File: src/rtl/rr_arb_mux.sv
// rr_arb_mux: N-input valid/ready arbiter feeding a one-word output register.
// Round-robin or fixed-priority selection, one word per cycle sustained.
module rr_arb_mux #(
  parameter int width_size = 2,
  parameter int num_inputs = 4,
  parameter int idx_w      = 2
) (
  input  logic                                clk,
  input  logic                                reset,
  input  logic                                prio_mode,
  input  logic [num_inputs*(width_size+1)-1:0] in_data,
  input  logic [num_inputs-1:0]               in_valid,
  output logic [num_inputs-1:0]               in_ready,
  output logic [width_size:0]                 out_data,
  output logic [idx_w-1:0]                    out_sel,
  output logic                                out_valid,
  input  logic                                out_ready
);

  localparam int DW = width_size + 1;

  if (num_inputs < 2 || num_inputs > 8) begin : g_bad_n
    $error("rr_arb_mux: num_inputs out of range");
  end
  if ((1 << idx_w) < num_inputs) begin : g_bad_idx
    $error("rr_arb_mux: idx_w too small");
  end

  logic [idx_w-1:0] r_ptr;
  logic [DW-1:0]    r_data;
  logic [idx_w-1:0] r_sel;
  logic             r_valid;

  logic             w_can_load;
  logic             w_any;
  logic             w_grant;
  logic             w_hi_found;
  logic [idx_w-1:0] w_hi_idx;
  logic [idx_w-1:0] w_lo_idx;
  logic [idx_w-1:0] w_win;
  logic [idx_w-1:0] w_ptr_nxt;
  logic [DW-1:0]    w_win_data;

  assign w_can_load = !r_valid || out_ready;
  assign w_any      = |in_valid;
  assign w_grant    = !reset && w_can_load && w_any;

  // Search: lowest requester overall, and lowest requester at or above r_ptr.
  always_comb begin
    w_hi_found = 1'b0;
    w_hi_idx   = '0;
    w_lo_idx   = '0;
    for (int k = num_inputs - 1; k >= 0; k--) begin
      if (in_valid[k]) begin
        w_lo_idx = idx_w'(k);
        if (idx_w'(k) >= r_ptr) begin
          w_hi_found = 1'b1;
          w_hi_idx   = idx_w'(k);
        end
      end
    end
  end

  // Round-robin wraps to the lowest requester when nothing is at/above r_ptr.
  always_comb begin
    w_win = w_lo_idx;
    if (!prio_mode && w_hi_found) begin
      w_win = w_hi_idx;
    end
  end

  // Pointer moves to the channel after the winner, wrapping at num_inputs.
  always_comb begin
    w_ptr_nxt = w_win + idx_w'(1);
    if (w_win == idx_w'(num_inputs - 1)) begin
      w_ptr_nxt = '0;
    end
  end

  // Select the winning channel's data slice.
  always_comb begin
    w_win_data = '0;
    for (int k = 0; k < num_inputs; k++) begin
      if (w_win == idx_w'(k)) begin
        w_win_data = in_data[k*DW +: DW];
      end
    end
  end

  // One-hot grant to the winner, only when the output register can load.
  always_comb begin
    in_ready = '0;
    if (w_grant) begin
      in_ready = num_inputs'(1) << w_win;
    end
  end

  // Output register and round-robin pointer.
  always_ff @(posedge clk) begin
    if (reset) begin
      r_ptr   <= '0;
      r_data  <= '0;
      r_sel   <= '0;
      r_valid <= 1'b0;
    end else if (w_grant) begin
      r_data  <= w_win_data;
      r_sel   <= w_win;
      r_valid <= 1'b1;
      if (!prio_mode) begin
        r_ptr <= w_ptr_nxt;
      end
    end else if (r_valid && out_ready) begin
      r_valid <= 1'b0;
    end
  end

  assign out_data  = r_data;
  assign out_sel   = r_sel;
  assign out_valid = r_valid;

endmodule

File: config.mk
export PLATFORM = sky130hd
export DESIGN_NAME = rr_arb_mux
export DESIGN_NICKNAME = d
export VERILOG_FILES = /design/src/rtl/rr_arb_mux.sv
export SDC_FILE = /design/constraint.sdc
export NUM_CORES = 1
export LEC_CHECK = 0
export ABC_AREA = 0
export CAP_MARGIN = 10
export CORE_UTILIZATION = 42
export DETAILED_ROUTE_END_ITERATION = 8
export GPL_TIMING_DRIVEN = 0
export PLACE_DENSITY = 0.92
export SETUP_SLACK_MARGIN = 0.2
export SYNTH_ARGS = -nofsm -noshare
export SYNTH_HDL_FRONTEND = slang
export SYNTH_SLANG_ARGS = --single-unit
export TNS_END_PERCENT = 50
File: constraint.sdc
create_clock -name clk -period 4.3 [get_ports clk]
set_input_delay 1.075 -clock clk [delete_from_list [all_inputs] [get_ports clk]]
set_output_delay 1.075 -clock clk [all_outputs]
set_load 0.01 [all_outputs]
After elaboration in Yosys (flattened, before gate mapping)
Cells that the tools add are included.

Register bits after elaboration: 8. Input port bits: 20. Logic and storage cells: 55.

$add $sub $neg: 1. Order comparisons: 4. Equal/unequal tests: 3. Shift-type cells: 1. Muxes and demuxes: 29. Bitwise operators: 1. Reduce and logical (&&, ||, !) cells: 12.

Operator list (number): $mux 2 (14); $mux 3 (4); $mux 1 (10); $eq 2x2->1 const B (2); $ge 1x2->1 const A (2); $ge 2x2->1 const A (2); $logic_and 1x1->1 (4); $mux 4 (1); $reduce_or 4->1 (1); $shl 1x2->4 const A (1); $logic_not 1->1 (3); $add 2x1->2 const B (1); $eq 2x1->1 const B (1); $logic_not 2->1 (1); $reduce_and 2->1 (1); $reduce_bool 2->1 (1); $logic_or 1x1->1 (1); $not 1->1 (1).

Logic depth before layout (Yosys ltp)
Word-level depth: 16. Mapped depth: 10. Mapped depth without buffers: 10.

Least setup slack after synthesis
OpenSTA, ideal clock, no wires.

Kind: input port to output port. From: in in_valid[0]. To: out in_ready[2]. Arrival time: 2359 ps. Required time: 3225 ps. Path slack: 866 ps. Cell stages on the path: 7. Path through: nor2b_1 > a211o_1 > a221o_1 > nand2_2 > inv_1 > ha_1 > and2_1.

Word-level cells in the longest chain between the ends: 5. Elaborated cells between the ends (all ways): 9.

Ends and longest elaborated chain: start, declared (line 12) `input logic [num_inputs-1:0] in_valid,`; $mux 1 (line 54) `if (in_valid[k]) begin`; $logic_and 1x1->1 (line 67) `if (!prio_mode && w_hi_found) begin`; $mux 2 * (line 67); via w_win[0] (line 40) `logic [idx_w-1:0] w_win;`; $shl 1x2->4 * (line 94) `in_ready = num_inputs'(1) << w_win;`; $mux 4 * (line 93) `if (w_grant) begin`; end, declared (line 13) `output logic [num_inputs-1:0] in_ready,`.

Mark *: on every way through the listed nets, which the timed path passes. The rest lies on a longest branch.

Worst setup path in the final report
Ends and elaborated chain as after synthesis.

==> impl_metrics.env <==
export IMPL_outcome="complete, no violations"
export IMPL_pwr_density_cell_nw_per_um2=261
export IMPL_holdCritPathClass="register to register"
export IMPL_fillerInstances=101
export IMPL_rsz0062_at_grt="false"
export IMPL_grt_pass1_vias=582
export IMPL_synth_fa_ha_area_share_pct=8.11
export IMPL_dr_pass1_iters=4
export IMPL_wirelength_um=1580
export IMPL_grt_util_met3_pct=7.22
export IMPL_grt_pass1_wl_um=2300
export IMPL_initial_core_util_pct=46.2
export IMPL_synth_compound_area_share_pct=27.6
export IMPL_ys_warn_count=0
export IMPL_clockRootBuffer="clkbuf_4"
export IMPL_seqPwrFrac_pct=34.4
export IMPL_die_area_um2=1630
export IMPL_cap_violations=0
export IMPL_clock_latency_ns=0.26
export IMPL_antenna_found_initial=0
export IMPL_crit_path_max_fanout=7
export IMPL_rows=13
export IMPL_cts_htree_levels=1
export IMPL_min_period_ns=4.01
export IMPL_synth_simple_area_share_pct=29.0
export IMPL_slew_violations=0
export IMPL_cts_tree="done"
export IMPL_p_total_w=0.000260
export IMPL_reg2reg_depth=10
export IMPL_setup_violations=0
export IMPL_grt_use_met2_pct=38.1
export IMPL_postCtsSetupBuffers=0
export IMPL_crit_required_ns=3.22
export IMPL_final_common_cell="clkdlybuf4s50_1"
export IMPL_synthCells=76
export IMPL_dp_hpwl_um=1160
export IMPL_cts_buffers=3
export IMPL_synthesis_nets=100
export IMPL_switching_share_pct=31.9
export IMPL_drtIter0Drc=10
export IMPL_die_w_um=40.3
export IMPL_grt_util_met1_pct=23.7
export IMPL_drive_above_1_share_pct=14.8
export IMPL_skew_ns=0.00339
export IMPL_drc=0
export IMPL_grt_max_degree=11
export IMPL_yosysSeqAreaShare_pct=26.0
export IMPL_layout_common_cells="clkdlybuf4s50_1, dfxtp_1, nor2_1, nand2_1, dlygate4sd2_1"
export IMPL_cts_sinks=8
export IMPL_r2r_end="out_data[0]$_SDFFE_PP0P_"
export IMPL_clk_pin_slew_worst_paths_ns=0.06
export IMPL_p_switching_w=0.0000829
export IMPL_area_growth_pct=61.5
export IMPL_worstSetupPathType="primary input to output pin"
export IMPL_diodes=0
export IMPL_combPwrFrac_pct=43.0
export IMPL_synth_edf_count=0
export IMPL_avgSynthCellArea_um2=8.12
export IMPL_fin_nets=134
export IMPL_placement_io_buffers=29
export IMPL_synth_area_um2=617
export IMPL_fmaxAchievable_ghz=0.250
export IMPL_vias=669
export IMPL_hold_viol=0
export IMPL_cp_end_kind="output pin"
export IMPL_wl_per_cell_um=12.8
export IMPL_reg2reg_from="r_ptr[1]$_SDFFE_PP0P_"
export IMPL_p_leak_nw=0.458
export IMPL_slew_limit_headroom_pct=72.2
export IMPL_overflow=0
export IMPL_grt_usage_pct=21.6
export IMPL_final_antenna_net_count=0
export IMPL_ys_seq_elements=8
export IMPL_cp_start_kind="primary input"
export IMPL_synth_top_family_by_area="simple AND/OR/NAND/NOR gates"
export IMPL_ys_types=28
export IMPL_worst_pin_slew_ns=0.414
export IMPL_async_flop_share_pct=0
export IMPL_pin_count=30
export IMPL_p_clk_share_pct=22.6
export IMPL_ys_flop_type="dfxtp_1"
export IMPL_tns_ns=0
export IMPL_synth_xor_area_share_pct=0
export IMPL_utilization_pct=74.7
export IMPL_cts_path_max_buffers=2
export IMPL_endpoint="in_ready[2]"
export IMPL_finalCritPeriodShare_pct=93.2
export IMPL_globalRoute_busiestLayer="met2"
export IMPL_postCtsHoldBufs=0
export IMPL_core_um2=1330
export IMPL_reg2reg_slack_ns=1.99
export IMPL_internal_power_w=0.000177
export IMPL_die_y_um=40.3
export IMPL_synth_mux_area_share_pct=3.25
export IMPL_hold_slack_ns=0.461
export IMPL_gp_congestion=0.753
export IMPL_ir_worst_vdd_v=0.000145
export IMPL_crit_start="in_valid[0]"
export IMPL_vias_per_cell=5.44
export IMPL_crit_arrival_ns=2.93
==> worst min path at each step <==
stage / start / to / slack (ns) / cells after the start
2_1_floorplan: r_ptr[0]$_SDFFE_PP0P_ / r_ptr[0]$_SDFFE_PP0P_ / 0.46 / 2
3_3_place_gp: out_sel[1]$_SDFFE_PP0P_ / out_sel[1]$_SDFFE_PP0P_ / 0.45 / 2
3_5_place_dp: out_sel[1]$_SDFFE_PP0P_ / out_sel[1]$_SDFFE_PP0P_ / 0.46 / 2
4_1_cts: out_sel[1]$_SDFFE_PP0P_ / out_sel[1]$_SDFFE_PP0P_ / 0.46 / 2
5_1_grt: out_sel[1]$_SDFFE_PP0P_ / out_sel[1]$_SDFFE_PP0P_ / 0.50 / 2
6_report: out_sel[1]$_SDFFE_PP0P_ / out_sel[1]$_SDFFE_PP0P_ / 0.46 / 2
==> final cells by class <==
type,instances,area [µm²],share of cell area [%]
tap,15,18.8,1.88
timing repair buffer,29,290,29.1
inverter,7,26.3,2.64
clock buffer,3,22.5,2.26
sequential,8,160,16.1
buffer,1,11.3,1.13
multi-input combinational,60,467,46.9
==> cell usage after synthesis (all sizes together) (3+ instances only) <==
cell | n | area (µm²)
nand2 | 7 | 28.8
a211o | 4 | 35.0
nor2 | 6 | 22.5
and2 | 4 | 25.0
dfxtp | 8 | 160
a21oi | 5 | 25.0
a221oi | 3 | 26.3
a31oi | 3 | 18.8
nor2b | 4 | 25.0
inv | 7 | 26.3
nand3 | 3 | 15.0
ha | 4 | 50.1
==> kinds of logic after synthesis <==
group / after synthesis
buf+inv: 8
flops: 8
mux: 2
simple gates: 31
compound gates: 23
fa+ha+maj: 4
==> worst max-delay path, stage by stage <==
cell,delay [ns]
dlygate4sd2_1,0.29
nor2b_1,0.16
a211o_1,0.26
a221o_1,0.36
nand2_4,0.13
inv_2,0.07
ha_4,0.18
and2_1,0.13
dlygate4sd2_1,0.27
==> power groups by stage <==
| stage | Clock (W) | Combinational [W] | Sequential, W |
|---|---|---|---|
| 4_1_cts | 0.0000612 | 0.000106 | 0.0000892 |
| 2_1_floorplan | 0 | 0.0000518 | 0.0000933 |
| 6_report | 0.0000587 | 0.000112 | 0.0000894 |
| 3_5_place_dp | 0 | 0.000105 | 0.0000909 |
| 5_1_grt | 0.0000649 | 0.000122 | 0.0000903 |
| 3_3_place_gp | 0 | 0.000103 | 0.0000902 |
==> state kept, by name, summed over array words and instances, names as in the netlist <==
register,count
out_data,3
out_sel,2
out_valid,1
r_ptr,2
==> timing repair <==
action,in CTS,in global routing
endpoints found under the setup margin,4,4
gates resized for setup,9,9
hold endpoints to repair,0,0
pin swaps,1,2
gates cloned,0,0
==> metrics by stage <==
stage	worst slack [ns]	instance area [µm²]	cells
floorplan	0.866	617	76
CTS	0.0402	956	123
global placement	-0.206	926	120
global route	0.225	996	123
finish	0.294	996	123
detailed placement	-0.258	926	120
==> metal layers <==
layer  part of all wire, %  vias to the layer above  wire length [µm]
met5                     0                        -                 0
li1                      -                      338                 -
met4                  0.76                        0                12
met2                    47                       30               743
met1                    42                      299               671
met3                   9.7                        2               153
Power figures use the tool's default switching activity.
